--- src/rtl/mbus_member_req_sched.sv ---
// Wakes the MBus member controller on local demand, grants requesters
// round-robin, and requests sleep after a quiet idle period.
module mbus_member_req_sched #(
   parameter int NUM_REQ      = 4,
   parameter int IDLE_CYCLES  = 16,
   parameter int WAKE_TIMEOUT = 255
) (
   input  logic               CLK,
   input  logic               RESETn,
   input  logic [NUM_REQ-1:0] REQ,
   input  logic [NUM_REQ-1:0] DONE,
   output logic [NUM_REQ-1:0] GNT,
   input  logic               MBC_ISOLATE,
   input  logic               MBC_RESET,
   input  logic               MBUS_BUSY,
   output logic               WAKEUP_REQ,
   output logic               SLEEP_REQ,
   output logic               WAKE_ERR,
   output logic               SCHED_ACTIVE
);

   localparam int PW = (NUM_REQ > 1) ? $clog2(NUM_REQ) : 1;

   typedef enum logic [2:0] {
      ASLEEP, WAKE, ARB, GRANT, IDLE, SLEEPREQ
   } state_e;

   state_e             state_q, state_d;
   logic [NUM_REQ-1:0] gnt_q, gnt_d;
   logic               wakeup_q, wakeup_d;
   logic               sleep_q, sleep_d;
   logic               err_q, err_d;
   logic [PW-1:0]      rr_q, rr_d;
   logic [PW-1:0]      owner_q, owner_d;
   logic [7:0]         idle_q, idle_d;
   logic [7:0]         wake_q, wake_d;

   logic                 awake;
   logic [2*NUM_REQ-1:0] req_rot;
   logic                 pick_found;
   logic [PW-1:0]        pick_off;
   logic [PW:0]          pick_sum;
   logic [PW-1:0]        pick_idx;
   logic [PW:0]          own_nxt;
   logic [PW-1:0]        rr_next;

   assign awake   = ~MBC_ISOLATE & ~MBC_RESET;
   assign req_rot = {REQ, REQ} >> rr_q;

   // Rotate so bit 0 is rr_q, take the lowest set bit, un-rotate.
   always_comb begin
      pick_found = 1'b0;
      pick_off   = '0;
      for (int k = 0; k < NUM_REQ; k++) begin
         if (!pick_found && req_rot[k]) begin
            pick_found = 1'b1;
            pick_off   = PW'(k);
         end
      end
      pick_sum = {1'b0, rr_q} + {1'b0, pick_off};
      if (pick_sum >= (PW+1)'(NUM_REQ)) begin
         pick_sum = pick_sum - (PW+1)'(NUM_REQ);
      end
      pick_idx = pick_sum[PW-1:0];
      own_nxt  = {1'b0, owner_q} + (PW+1)'(1);
      if (own_nxt >= (PW+1)'(NUM_REQ)) begin
         own_nxt = '0;
      end
      rr_next = own_nxt[PW-1:0];
   end

   always_comb begin
      state_d  = state_q;
      gnt_d    = gnt_q;
      wakeup_d = wakeup_q;
      sleep_d  = sleep_q;
      err_d    = 1'b0;
      rr_d     = rr_q;
      owner_d  = owner_q;
      idle_d   = idle_q;
      wake_d   = wake_q;
      unique case (state_q)
         ASLEEP: begin
            if (awake) begin
               state_d = IDLE;
               idle_d  = '0;
            end else if (|REQ) begin
               state_d  = WAKE;
               wakeup_d = 1'b1;
               wake_d   = '0;
            end
         end
         WAKE: begin
            if (wake_q != 8'hFF) wake_d = wake_q + 8'd1;
            if (awake) begin
               state_d  = ARB;
               wakeup_d = 1'b0;
            end else if (wake_q == 8'(WAKE_TIMEOUT)) begin
               state_d  = ASLEEP;
               wakeup_d = 1'b0;
               err_d    = 1'b1;
            end
         end
         ARB: begin
            if (!awake) begin
               state_d = ASLEEP;
            end else if (MBUS_BUSY) begin
               state_d = ARB;
            end else if (pick_found) begin
               state_d = GRANT;
               owner_d = pick_idx;
               gnt_d   = {{(NUM_REQ-1){1'b0}}, 1'b1} << pick_idx;
            end else begin
               state_d = IDLE;
               idle_d  = '0;
            end
         end
         GRANT: begin
            if (MBC_ISOLATE) begin
               state_d = ASLEEP;
               gnt_d   = '0;
            end else if (DONE[owner_q] || !REQ[owner_q]) begin
               state_d = ARB;
               gnt_d   = '0;
               rr_d    = rr_next;
            end
         end
         IDLE: begin
            if (MBC_ISOLATE) begin
               state_d = ASLEEP;
            end else if (|REQ) begin
               state_d = ARB;
            end else if (MBUS_BUSY) begin
               idle_d = '0;
            end else if (idle_q == 8'(IDLE_CYCLES-1)) begin
               state_d = SLEEPREQ;
               sleep_d = 1'b1;
            end else if (idle_q != 8'hFF) begin
               idle_d = idle_q + 8'd1;
            end
         end
         SLEEPREQ: begin
            if (MBC_ISOLATE) begin
               state_d = ASLEEP;
               sleep_d = 1'b0;
            end
         end
         default: begin
            state_d  = ASLEEP;
            gnt_d    = '0;
            wakeup_d = 1'b0;
            sleep_d  = 1'b0;
         end
      endcase
   end

   always_ff @(posedge CLK or negedge RESETn) begin
      if (!RESETn) begin
         state_q  <= ASLEEP;
         gnt_q    <= '0;
         wakeup_q <= 1'b0;
         sleep_q  <= 1'b0;
         err_q    <= 1'b0;
         rr_q     <= '0;
         owner_q  <= '0;
         idle_q   <= '0;
         wake_q   <= '0;
      end else begin
         state_q  <= state_d;
         gnt_q    <= gnt_d;
         wakeup_q <= wakeup_d;
         sleep_q  <= sleep_d;
         err_q    <= err_d;
         rr_q     <= rr_d;
         owner_q  <= owner_d;
         idle_q   <= idle_d;
         wake_q   <= wake_d;
      end
   end

   assign GNT          = gnt_q;
   assign WAKEUP_REQ   = wakeup_q;
   assign SLEEP_REQ    = sleep_q;
   assign WAKE_ERR     = err_q;
   assign SCHED_ACTIVE = (state_q != ASLEEP);

endmodule
--- config.mk ---
export PLATFORM = sky130hd
export DESIGN_NAME = mbus_member_req_sched
export DESIGN_NICKNAME = d
export VERILOG_FILES = /design/src/rtl/mbus_member_req_sched.sv
export SDC_FILE = /design/constraint.sdc
export NUM_CORES = 1
export LEC_CHECK = 0
export ABC_AREA = 0
export CORE_MARGIN = 10
export CORE_UTILIZATION = 40
export CTS_CLUSTER_SIZE = 24
export DETAILED_ROUTE_END_ITERATION = 7
export GPL_ROUTABILITY_DRIVEN = 0
export GPL_TIMING_DRIVEN = 0
export MAX_ROUTING_LAYER = met4
export SLEW_MARGIN = 20
export SYNTH_ARGS = -nofsm -noshare
export SYNTH_HDL_FRONTEND = slang
export SYNTH_SLANG_ARGS = --single-unit
--- constraint.sdc ---
create_clock -name CLK -period 4.3 [get_ports CLK]
set_input_delay 1.29 -clock CLK [delete_from_list [all_inputs] [get_ports CLK]]
set_output_delay 1.29 -clock CLK [all_outputs]
set_load 0.1 [all_outputs]
======== Word level (Yosys, flattened, before mapping) ========
Index checks and enable logic that the tools add are counted.
cells by class
  add/subtract/negate cells ............... 5
  order comparisons ....................... 3
  eq/ne operators ......................... 29
  shifts and indexed selects .............. 2
  multiplexer cells ....................... 62
  bitwise logic cells ..................... 7
  reduce and logical (&&, ||, !) cells .... 24
operators with widths
  kind                   count
  $mux W8                12
  $mux W3                14
  $ne A2 B2 Y1 const B   13
  $pmux W8 S3            1
  $mux W4                5
  $mux W1                19
  $pmux W3 S6            1
  $add A8 B1 Y8 const B  2
  $ne A8 B8 Y1 const B   2
  $pmux W8 S2            1
  $reduce_or A4 Y1       4
  $ne A3 B3 Y1 const B   5
  $pmux W4 S3            1
  $reduce_and A4 Y1      3
  $reduce_and A6 Y1      2
  $reduce_and A9 Y1      1
  $eq A8 B4 Y1 const B   1
  $eq A8 B8 Y1 const B   1
  $mux W2                4
  $ne A4 B4 Y1 const B   2
  $shr A8 B2 Y4          1
  $eq A3 B2 Y1 const B   2
  $eq A3 B3 Y1 const B   2
  $ge A3 B3 Y1 const B   2
  other kinds (18)       31
storage, ports and cells
  register bits ........................... 30
  output and inout bits ................... 8
  word-level logic and storage cells ...... 141

======== Depth between registers and ports, before layout ========
Gate-level depths: netlist of run 1.
  depth after elaboration ................. 19
  gate-level depth with buffers ........... 10

======== Worst setup path before layout of run 1 ========
Ideal clock, no wire load.
  kind .................................... in2reg
  start ................................... input REQ[2]
  end ..................................... register state_q[0]
  library setup time ...................... 128 ps
  arrival time ............................ 2,720 ps
  data required time ...................... 4,172 ps
  slack ................................... 1,452 ps
  cell stages on the path ................. 7
  buffers on the path ..................... 2
  path through ............................ buf_2 or4_4 buf_6 nor2_4 nand2_2 o221ai_2 mux2_1
between the ends
  cells in the longest elaborated chain, start to end .. 15
ends and longest elaborated chain
  element                 RTL line  text
  start: declaration      10        input logic [NUM_REQ-1:0] REQ,
  $shr A8 B2 Y4           48        assign req_rot = {REQ, REQ} >> rr_q;
  $mux W1                 55        if (!pick_found && req_rot[k]) begin
  $logic_not A1 Y1        55
  $logic_and A1 B1 Y1     55
  $mux W1                 55
  $logic_not A1 Y1        55
  $logic_and A1 B1 Y1     55
  $mux W1                 55
  $logic_not A1 Y1        55
  $logic_and A1 B1 Y1     55
  $mux W1                 55
  $mux W3                 109       end else if (pick_found) begin
  $mux W3                 107       end else if (MBUS_BUSY) begin
  $mux W3                 105       if (!awake) begin
  $pmux W3 S6             82        unique case (state_q)
  end signal: assignment  169       state_q <= state_d;
  end: declaration        28        state_e state_q, state_d;
Several ways; a longest one is shown, not always the timed one. The select of a mux whose other input is x is not followed.
A chain may end at the register's enable or synchronous reset.

======== Worst setup path after layout of run 1 ========
  start ................................... register state_q[1]
  end ..................................... output SCHED_ACTIVE
between the ends
  cells in the longest elaborated chain, start to end .. 1
ends and longest elaborated chain
  element             RTL line  text
  $reduce_bool A3 Y1  185       assign SCHED_ACTIVE = (state_q != ASLEEP);
  end: declaration    19        output logic SCHED_ACTIVE
Every way passes these cells.

==> flow_summary.ini, run 1 <==
[drt]
firstDrtPassIters = 7
routed_wl_mm = 4.662
wire_per_inst_um = 14.34
ant_nets = 0
drt_iter0_drc = 89
vias = 1756
post-route-drc-count = 0
via_per_inst = 5.403

[synthesis]
syn_inst = 229
synth.net_count = 248
ys_seq_area_share_pct = 36.50
yosys.area_share.xor_xnor_pct = 3.406
synth_top_family_by_area = simple AND/OR/NAND/NOR gates
ys_types = 62
synth_common_cells = dfrtp_1, nand2_1, nor2_1
synth.avg_cell_area_um2 = 8.982
synthAdderAreaFrac_pct = 3.650
yosysTopAreaCellShare_pct = 36.50
synth_compound_area_share_pct = 19.59
synth_area_leader_cell = dfrtp_1
synth_mux_area_share_pct = 4.258
syn_area_mm2 = 0.002057
synth-edff-count = 0
async_flop_share_pct = 100.0
synth_seq_cells = 30
synthTopCellsByArea = dfrtp_1, nand2_1, ha_1
yosys_warnings = 0
ys.flop_type = dfrtp_1
synth.most_common_cell = dfrtp_1
yosys.area_share.simple_pct = 27.19

[setup_path]
worst-setup-path-type = flop to output port
startpoint_type = flop
critPathArrivalTime_ps = 2320
critPathCaptureType = output port
required_ps = 3010
worstPathMaxFanout = 10

[floorplan]
core_area_mm2 = 0.005042
start_util_pct = 40.79
fp.dieH_um = 91.71
placementRows = 26
dieArea_mm2 = 0.008411
pin_count = 21
die_w_um = 91.71

[pwr]
p_leak_nw = 0.9878
power_frac_comb_pct = 54.3
p_clk_share_pct = 17.5
sw_frac_of_total_pct = 48.44
pwr-share-seq_pct = 28.2
switching_power_uw = 660.7
internal_power_uw = 703.3
p_per_area_mw_per_mm2 = 565.7
peakVddDrop_mv = 0.5569

[grt]
grt-ovfl-total = 0
grt_pass1_vias = 1682
grt_max_degree = 31
grt_pass1_wl_mm = 8.197
antenna_found_initial = 0
grtUsageTotal_pct = 11.91

[cts]
htreeDepth = 2
clock_latency_ps = 280
cts_tree = done
cts_resized = 0
hold_buffers = 0
cts_root_buffer = clkbuf_8
clk_pin_slew_ps = 60
cts.sinks = 30
clk_path_buf_depth = 2
postCtsSetupBuffers = 0
cts_buffers = 5

[finish]
final_cell_area_mm2 = 0.002411
syn_to_final_growth_pct = 17.21
antenna_cells = 0
fin_nets = 273
drive_gt1_share_pct = 14.51

[sta]
post-route-period-util_pct = 84.01
fin_crit_ps = 3612
report.final.slew_viol_count = 0
setup_viol = 0
clock_skew_ps = 9.361
grt_setup_unrepaired = no
finalHoldViolations = 0
fin_setup_tns_ps = 0
slew_headroom_pct = 34.75
max_clock_freq_mhz = 276.8
tightest_slew_ps = 975.7

[placed_design]
dp_hpwl_mm = 3.385
place_area_mm2 = 0.002320
io_buffers = 18

[outcome]
status = completed

[run]
cap_violations = 0

[min_path]
hp-class = flop to flop
[power by group through the flow]
stage	Sequential, mW	Combinational (mW)	Clock (mW)
CTS	0.386	0.747	0.242
finish	0.385	0.740	0.239
floorplan	0.505	0.455	0
detailed placement	0.390	0.742	0
global placement	0.390	0.742	0
global route	0.393	0.820	0.255
[critical path, stage by stage, from the launching register on]
cell,delay [ps]
dfrtp_1,470
buf_2,260
nor3_2,80
inv_1,90
clkdlybuf4s50_1,1140
[cell usage in the layout, fill, tap and decap left out, drive strengths merged, types with 4 or more instances in the layout]
master and instances:
nor4 5, buf 12, inv 8, dfrtp 30
xnor2 7, o21ai 15, mux2 4, nand2b 8
ha 6, nor2 21, clkdlybuf4s50 17, nand3 9
nor3 9, a21oi 8, nand2 28, o31ai 4
clkbuf 10
[metrics by stage]
step	power, mW	utilization [%]	hold WS, ps	setup WS, ps	cells
after floorplan	0.9598	-	475.1	1452	229
after global placement	1.132	46.10	463.1	708.3	317
after detailed placement	1.133	46.01	468.3	698.2	317
after CTS	1.374	47.82	482.2	673.8	325
after global routing	1.469	47.82	528.8	573.9	325
final	1.364	47.82	474.0	687.6	325
[state kept, by name, indices dropped and copies added, names as in the netlist, 2 cells and up]
| register | count |
|---|---|
| state_q | 3 |
| GNT | 4 |
| rr_q | 2 |
| owner_q | 2 |
| wake_q | 8 |
| idle_q | 8 |
[final cells by class]
class,count,area (um^2)
fill,502,2631
multi-input combinational,177,1195
sequential,30,750.7
timing repair buffer,18,175.2
tap,70,87.58
clock buffer,7,86.33
buffer,14,81.33
inverter,8,30.03
clock inverter,1,5.005
[cells by family (layout without fill, tap and decap cells)]
kind of cell	after synthesis	in the layout
multiplexers	7	7
adder cells (fa/ha/maj)	6	6
flip-flops	30	30
XOR/XNOR	8	8
AO/OA/AOI/OAI	57	57
AND/OR/NAND/NOR	99	99
buffers and inverters	22	48
[worst paths after layout]
| path | startpoint | endpoint | slack (ps) | cells after the start |
|---|---|---|---|---|
| worst min register to register | GNT[2] | GNT[2] | 470 | 2 |
| worst max-delay path | state_q[1] | SCHED_ACTIVE | 690 | 4 |
| worst min-delay path | GNT[2] | GNT[2] | 470 | 2 |
| worst max register to register | rr_q[0] | GNT[1] | 2040 | 10 |
| max in group asynchronous | RESETn | wake_q[4] | 2790 | 1 |
| min in group asynchronous | RESETn | idle_q[4] | 1050 | 1 |
[metal layers]
| layer | vias up | wire length [um] | global-route usage, % | part of all wire (%) |
|---|---|---|---|---|
| met5 | - | 0 | - | 0 |
| met3 | 7 | 169 | 2.934 | 3.6 |
| li1 | 888 | - | - | - |
| met2 | 45 | 2060 | 17.30 | 44 |
| met4 | 0 | 81 | 4.242 | 1.7 |
| met1 | 816 | 2350 | 15.72 | 50 |
Power figures use the tool's default switching activity.
==> inputs of run 2 (changes only) <==
==> constraint.sdc (replaced) <==
create_clock -name CLK -period 3.32 [get_ports CLK]
set_input_delay 0.996 -clock CLK [delete_from_list [all_inputs] [get_ports CLK]]
set_output_delay 0.996 -clock CLK [all_outputs]
set_load 0.1 [all_outputs]
==> flow_summary.ini, run 2 (synthesis gave the netlist of run 1 again) <==
[grt]
grt_pass1_wl_mm = 8.190
grt_max_degree = 31
grt_pass1_vias = 1682
antenna_found_initial = 0
grtUsageTotal_pct = 11.90
grt-ovfl-total = 0

[sta]
timing.final.ws_setup_ps = 286.3
max_clock_freq_mhz = 329.6
fin_setup_tns_ps = 0
finalHoldViolations = 0
post-route-period-util_pct = 91.38
slew_headroom_pct = 35.11
setup_viol = 0
tightest_slew_ps = 970.3
clock_skew_ps = 9.481
fin_crit_ps = 3034
grt_setup_unrepaired = no
whs_ps = 474.0
report.final.slew_viol_count = 0

[min_path]
hp-class = flop to flop
min_path_cells = 2
whs_endpoint = GNT[2]
min-delay-start = GNT[2]

[cts]
clock_latency_ps = 280
htreeDepth = 2
cts_buffers = 5
postCtsSetupBuffers = 0
clk_pin_slew_ps = 60
cts_tree = done
cts_root_buffer = clkbuf_8
clk_path_buf_depth = 2
hold_buffers = 0
cts.sinks = 30

[finish]
layout.cells.most_common = dfrtp_1
fin_nets = 273
utilization_pct = 47.79
drive_gt1_share_pct = 14.51
layout_common_cells = dfrtp_1, nand2_1, nor2_1
antenna_cells = 0
syn_to_final_growth_pct = 17.15

[drt]
via_per_inst = 5.388
post-route-drc-count = 0
ant_nets = 0
vias = 1751
routed_wl_mm = 4.654
drt_iter0_drc = 89
wire_per_inst_um = 14.32
firstDrtPassIters = 4

[setup_path]
critPathCaptureType = output port
startpoint_type = flop
critPathArrivalTime_ps = 2040
worstPathMaxFanout = 10
worst-setup-path-type = flop to output port
reg2reg_slack_ps = 1060
max_stage_delay_ps = 860
required_ps = 2320
timing.rr.end = GNT[1]
reg2reg_depth = 10
path_cells = buf_2, nor3_2, inv_1, dlygate4sd2_1
r2r-start = rr_q[0]
slowest_stage = dlygate4sd2_1

[pwr]
peakVddDrop_mv = 0.6998
p_leak_nw = 0.9889
p_per_area_mw_per_mm2 = 729.6

[placed_design]
io_buffers = 18
dp_hpwl_mm = 3.385
dp_slack_ps = 12.16

[floorplan]
placementRows = 26
start_util_pct = 40.79
fp.dieH_um = 91.71
core_area_mm2 = 0.005042
pin_count = 21
dieArea_mm2 = 0.008411
die_w_um = 91.71

[run]
cap_violations = 0

[outcome]
status = completed
## run 2: changes by cell type in the layout (fill, tap and decap cells not counted)
cell | before | now
clkdlybuf4s50_1 | 17 | 16
dlygate4sd2_1 | 0 | 1
## run 2: power by group
group | leakage [nW] | switching [mW] | internal, mW
clock network | 0.0482 | 0.142 | 0.167
registers | 0.409 | 0.0603 | 0.439
logic | 0.531 | 0.653 | 0.298
total | 0.989 | 0.855 | 0.904
## run 2: worst max-delay path, delay by kind of cell, from the launching register on
kind,cells,cell delay (ps)
and+or+nand+nor,1,80
DFF,1,470
buffers and inverters,3,1200
## run 2: worst max path at each step
stage / from / end / slack, ps / cells past startpoint
after floorplan: REQ[2] / state_q[0] / 770 / 7
after global placement: REQ[3] / GNT[3] / 20 / 10
after detailed placement: REQ[3] / GNT[3] / 10 / 10
after CTS: state_q[1] / SCHED_ACTIVE / 270 / 4
after global routing: REQ[3] / GNT[3] / 110 / 10
final: state_q[1] / SCHED_ACTIVE / 290 / 4
## run 2: cell type report
cell class / instances / area, um^2
inverter: 8 / 30.03
buffer: 14 / 81.33
multi-input combinational: 177 / 1195
timing repair buffer: 18 / 173.9
tap: 70 / 87.58
clock inverter: 1 / 5.005
fill: 501 / 2633
sequential: 30 / 750.7
clock buffer: 7 / 86.33
## run 2: per-layer routing
layer | GRT usage (%) | routed length (um) | up-vias
met2 | 17.30 | 2059 | 38
met5 | - | 0 | -
met3 | 2.689 | 137 | 7
met1 | 15.81 | 2376 | 818
li1 | - | - | 888
met4 | 4.242 | 81 | 0
## run 2: per-stage QoR
| step | instance area (um^2) | power, mW | instances |
|---|---|---|---|
| floorplan | 2057 | 1.243 | 229 |
| global placement | 2325 | 1.466 | 317 |
| detailed placement | 2320 | 1.467 | 317 |
| CTS | 2410 | 1.772 | 325 |
| global route | 2410 | 1.893 | 325 |
| finish | 2410 | 1.758 | 325 |
## run 2: what timing repair did
item / CTS / global route
setup endpoints to repair: 1 / 0
gates resized for setup: 1 / 0
hold endpoints to repair: 0 / 0
==> inputs of run 3 (changes only) <==
--- a/config.mk
+++ b/config.mk
@@ -5,7 +5,7 @@
 export SDC_FILE = /design/constraint.sdc
 export NUM_CORES = 1
 export LEC_CHECK = 0
-export ABC_AREA = 0
+export ABC_AREA = 1
 export CORE_MARGIN = 10
 export CORE_UTILIZATION = 40
 export CTS_CLUSTER_SIZE = 24
==> flow_summary.ini, run 3 <==
[cts]
clk_path_buf_depth = 2
cts_resized = 0
hold_buffers = 0
htreeDepth = 2
cts_root_buffer = clkbuf_8
cts_tree = done
cts.sinks = 30
cts_buffers = 5
postCtsSetupBuffers = 0
clock_latency_ps = 280
clk_pin_slew_ps = 60

[synthesis]
async_flop_share_pct = 100.0
synth_area_leader_cell = dfrtp_1
ys_seq_area_share_pct = 35.38
syn_area_mm2 = 0.002122
synth-edff-count = 0
ys_types = 30
synth_seq_cells = 30
yosys_warnings = 0
synth.net_count = 308
syn_inst = 289
synth.most_common_cell = nand2_1
yosysTopAreaCellShare_pct = 35.38
ys.flop_type = dfrtp_1
synth.avg_cell_area_um2 = 7.343
synthTopCellsByArea = dfrtp_1, nand2_1, nand3_1
synth_common_cells = nand2_1, dfrtp_1, inv_1, nand3_1, nor2_1

[drt]
vias = 1939
post-route-drc-count = 0
via_per_inst = 5.010
firstDrtPassIters = 4
ant_nets = 0
wire_per_inst_um = 12.22
routed_wl_mm = 4.731
drt_iter0_drc = 91

[sta]
finalHoldViolations = 0
clock_skew_ps = 10.12
fin_setup_tns_ps = 0
timing.final.ws_setup_ps = 212.1
whs_ps = 482.9
slew_headroom_pct = 34.78
max_clock_freq_mhz = 321.8
setup_viol = 0
report.final.slew_viol_count = 0
fin_crit_ps = 3108
grt_setup_unrepaired = no
tightest_slew_ps = 975.3
post-route-period-util_pct = 93.61

[min_path]
hp-class = flop to flop
min-delay-start = GNT[2]

[finish]
drive_gt1_share_pct = 15.46
final_cell_area_mm2 = 0.002496
stdcell_count = 387
regArea_um2 = 750.7
layout_common_cells = nand2_1, dfrtp_1, inv_1, nand3_1, nor2_1
multiInputGateArea_mm2 = 0.001204
layout.cells.most_common = nand2_1
syn_to_final_growth_pct = 17.63
fin_nets = 335
antenna_cells = 0
fill_cells = 529

[floorplan]
placementRows = 26
dieArea_mm2 = 0.008618
die_w_um = 92.84
pin_count = 21
fp.dieH_um = 92.84
start_util_pct = 41.29
core_area_mm2 = 0.005140

[grt]
grt-ovfl-total = 0
grtUsageTotal_pct = 12.35
grt_pass1_vias = 1943
grt_pass1_wl_mm = 8.742
antenna_found_initial = 0
grt_max_degree = 31

[placed_design]
dp_hpwl_mm = 3.641
io_buffers = 20
place_area_mm2 = 0.002405
dpl.cell_count = 379
dp_slack_ps = 415.9

[setup_path]
required_ps = 2320
worstPathMaxFanout = 6
worst-setup-path-type = flop to output port
critPathArrivalTime_ps = 2110
r2r-start = rr_q[0]
critPathCaptureType = output port
startpoint_type = flop
critical_path.startpoint = state_q[2]

[run]
cap_violations = 0

[outcome]
status = completed

[pwr]
p_leak_nw = 1.179
peakVddDrop_mv = 0.7023
p_per_area_mw_per_mm2 = 727.5
run 3: cell type report:
class	instances	area share, %
flip-flops and latches	30	30.08
inverters	38	5.915
clock buffers	7	3.459
plain buffers	1	0.8020
clock inverters	1	0.2005
multi-input cells	220	48.22
well taps	70	3.509
repair buffers	20	7.820
run 3: critical path: stages (launching register included):
cell and delay, ps:
dfrtp_1 510, inv_4 100, nand2_4 90, clkdlybuf4s50_1 1130
run 3: final timing paths:
path / to / slack, ps / cells after the start
max in group asynchronous: GNT[3] / 2120 / 1
min in group asynchronous: idle_q[6] / 750 / 1
hold reg to reg: GNT[2] / 480 / 2
setup / recovery: SCHED_ACTIVE / 210 / 3
hold / removal: GNT[2] / 480 / 2
setup reg to reg: GNT[3] / 1380 / 13
run 3: logic make-up after synthesis:
kind of cell	count (synthesis)	synth area share (%)
flip-flops	30	35.38
buffers and inverters	39	7.901
AO/OA/AOI/OAI	30	9.316
adder cells (fa/ha/maj)	6	3.538
XOR/XNOR	3	1.238
AND/OR/NAND/NOR	181	42.63
run 3: power breakdown:
group	switching (mW)	internal [mW]
combinational	0.691	0.293
sequential	0.0963	0.437
clock	0.132	0.167
total	0.919	0.897
run 3: per-layer routing:
metal	part of all wire, %	wire length (um)	vias up	global-route usage, %
met2	48	2285	27	20.50
met1	47	2241	900	14.38
met5	0	0	-	-
li1	-	-	1005	-
met3	3.1	145	7	2.825
met4	1.2	59	0	4.113
run 3: metrics by stage:
stage          power [mW]  utilization, %
6_report            1.816           48.56
5_1_grt             1.976           48.56
4_1_cts             1.840           48.56
3_5_place_dp        1.528           46.79
3_3_place_gp        1.524           46.88
2_1_floorplan       1.301               -
==> patch, RTL diff (settings of run 2) <==
The parameter `NUM_REQ` goes from 4 to 8.
--- a/src/rtl/mbus_member_req_sched.sv
+++ b/src/rtl/mbus_member_req_sched.sv
@@ -1,7 +1,7 @@
 // Wakes the MBus member controller on local demand, grants requesters
 // round-robin, and requests sleep after a quiet idle period.
 module mbus_member_req_sched #(
-   parameter int NUM_REQ      = 4,
+   parameter int NUM_REQ      = 8,
    parameter int IDLE_CYCLES  = 16,
    parameter int WAKE_TIMEOUT = 255
 ) (
Ports: changed (resized DONE, GNT and REQ); port bits go from 21 to 33. The function was not compared with the original's and may differ.
==> patch against run 2 <==
- the run now ends with setup timing left
- synthesized area increased by 33%
- clock power increased by 40%
- worst hold slack improved by 0.031 ns
- routed wire length increased by 60%
- die area increased by 26%
- utilization increased by 8.0 points
- design area increased by 56%
- non-clock buffer count increased by 45
- worst setup slack got worse by 0.66 ns
- sequential cell count increased by 6
- synthesized cell count increased by 31%
- total power increased by 83%
- fmax decreased by 18%
- largest cell class unchanged
- largest power group unchanged
==> patch: results (changes against run 2) <==
Outcome: complete, but fails checks (was finished clean). The final reports fail on setup timing. The setup violation total in the final timing report came to 17 (was 0). The net count reported at finish was 391 (was 273). The data arrival time at the worst-slack endpoint is 3.87 ns (was 2.04 ns). The sequential-to-total area share from yosys stat is 0.329 (was 0.365). The clock transition at the register clock pins on the worst setup and hold paths after CTS is 0.08 ns (was 0.06 ns).

The placement-stage cell area came out at 0.00325 mm² (was 0.00232 mm²). The number of detailed-route iterations in the first pass was 4 (unchanged). The largest net degree at the start of global routing is 21 (was 31).

The first-pass GRT wire length came out at 12.7 mm (was 8.19 mm). The maximum VDD drop came out at 349 µV (was 700 µV). The end of the worst register-to-register path was GNT[4]$_DFFE_PN0P_ (was GNT[1]$_DFFE_PN0P_). The worst max-slew margin expressed relative to the limit came out at 0.300 (was 0.351). The total of buffers placed on input and output ports is 32 (was 18). The setup slack of the most critical reg-to-reg path is -0.32 ns (was 1.06 ns). The number of cells on the worst reg-to-reg path is 15 (was 10). The worst flop-to-flop path startpoint was rr_q[1]$_DFFE_PN0P_ (was rr_q[0]$_DFFE_PN0P_).

The first-iteration detailed-routing DRC count is 117 (was 89). The net count after synthesis came out at 325 (was 248). The biggest fanout along the worst timing path came out at 5 (was 10). The wire length reported by the detailed router is 7.43 mm (was 4.65 mm). The share of layout cells above drive strength 1 came out at 0.287 (was 0.145).

The worst clock skew is 0.00835 ns (was 0.00948 ns). Most numerous cell types in the synthesized netlist: 36 x dfrtp_1, 33 x nand2_1, 31 x o21ai_0, 17 x nor2_1 (was 30 x dfrtp_1, 27 x nand2_1, 20 x nor2_1, 13 x o21ai_0). The class of the most critical setup path was input pin to flip-flop (was flip-flop to output pin).

The via count is 2,593 (was 1,751). The post-detailed-placement half-perimeter wirelength is 5.42 mm (was 3.38 mm). The launching instance or port of the critical path was REQ[3] (was state_q[1]$_DFFE_PN0P_). The worst slack after detailed placement came out at -1.29 ns (was 0.0122 ns).

Area contributors post-synth: dfrtp_1 33%, o21ai_0 5.7%, mux4_2 4.9% (was dfrtp_1 36%, nand2_1 4.9%, ha_1 3.6%). The proportion of register bits with asynchronous set or reset after synthesis is 1.00 (unchanged). The total global routing track utilization is 0.151 (was 0.119). The smallest setup slack after layout is -0.377 ns (was 0.286 ns).
-- patch: how the worst min path moves through the flow --
stage	startpoint	to	slack (ns)
after detailed placement	idle_q[7]$_DFFE_PN0P_	idle_q[7]$_DFFE_PN0P_	0.49
final	idle_q[1]$_DFFE_PN0P_	idle_q[1]$_DFFE_PN0P_	0.50
after global placement	idle_q[1]$_DFFE_PN0P_	idle_q[1]$_DFFE_PN0P_	0.48
after global routing	GNT[0]$_DFFE_PN0P_	GNT[0]$_DFFE_PN0P_	0.53
after CTS	idle_q[7]$_DFFE_PN0P_	idle_q[7]$_DFFE_PN0P_	0.50
after floorplan	idle_q[7]$_DFFE_PN0P_	idle_q[7]$_DFFE_PN0P_	0.46
-- patch: through the flow --
| step | setup TNS [ns] | std cells |
|---|---|---|
| 6_report | -3.43 | 446 |
| 5_1_grt | -5.55 | 446 |
| 4_1_cts | -3.15 | 430 |
| 3_5_place_dp | -23.07 | 412 |
| 3_3_place_gp | -21.90 | 411 |
| 2_1_floorplan | -2.06 | 299 |
-- patch: critical path, cell delays in order --
cell and delay [ns]:
buf_8 0.10, mux2_4 0.27, or2_4 0.22, mux4_2 0.52
a211oi_2 0.20, a31oi_1 0.07, o211ai_1 0.26, ha_2 0.23
fa_2 0.25, xnor2_4 0.17, xor2_4 0.26, nor4_2 0.07
mux2_4 0.25
-- patch: final cells by class --
type                            instances  area [µm²]
Timing Repair Buffer                   60         567
Multi-Input combinational cell        235        1900
Clock buffer                            7        96.3
Fill cell                             600        2970
Sequential cell                        36         901
Inverter                               10        37.5
Buffer                                 17         116
Clock inverter                          1        30.0
Tap cell                               80         100
-- patch: repair_timing --
item                       CTS  global route
gates resized for setup     54            38
hold endpoints to repair     0             0
setup endpoints to repair   30            24
buffers inserted            10            18
pin swaps                    7            13
-- patch: report_power, final --
part / switching (mW) / internal [mW]
sequential: 0.0834 / 0.523
clock: 0.167 / 0.265
combinational: 1.21 / 0.971
-- patch: cell families (layout without fill, tap and decap cells) --
group / after synthesis / count (layout) / share of synthesized area
AO/OA/AOI/OAI: 88 / 88 / 0.230
XOR/XNOR: 4 / 4 / 0.0128
adder cells (fa/ha/maj): 5 / 5 / 0.0256
buffers and inverters: 28 / 95 / 0.0516
flip-flops: 36 / 36 / 0.329
multiplexers: 28 / 28 / 0.138
AND/OR/NAND/NOR: 110 / 110 / 0.214
-- patch: layer usage --
| layer | share of wire | up-vias | track usage |
|---|---|---|---|
| met2 | 0.49 | 57 | 0.230 |
| met1 | 0.46 | 1266 | 0.201 |
| met4 | 0.019 | 0 | 0.0503 |
| met5 | 0 | - | - |
| li1 | - | 1260 | - |
| met3 | 0.034 | 10 | 0.0201 |
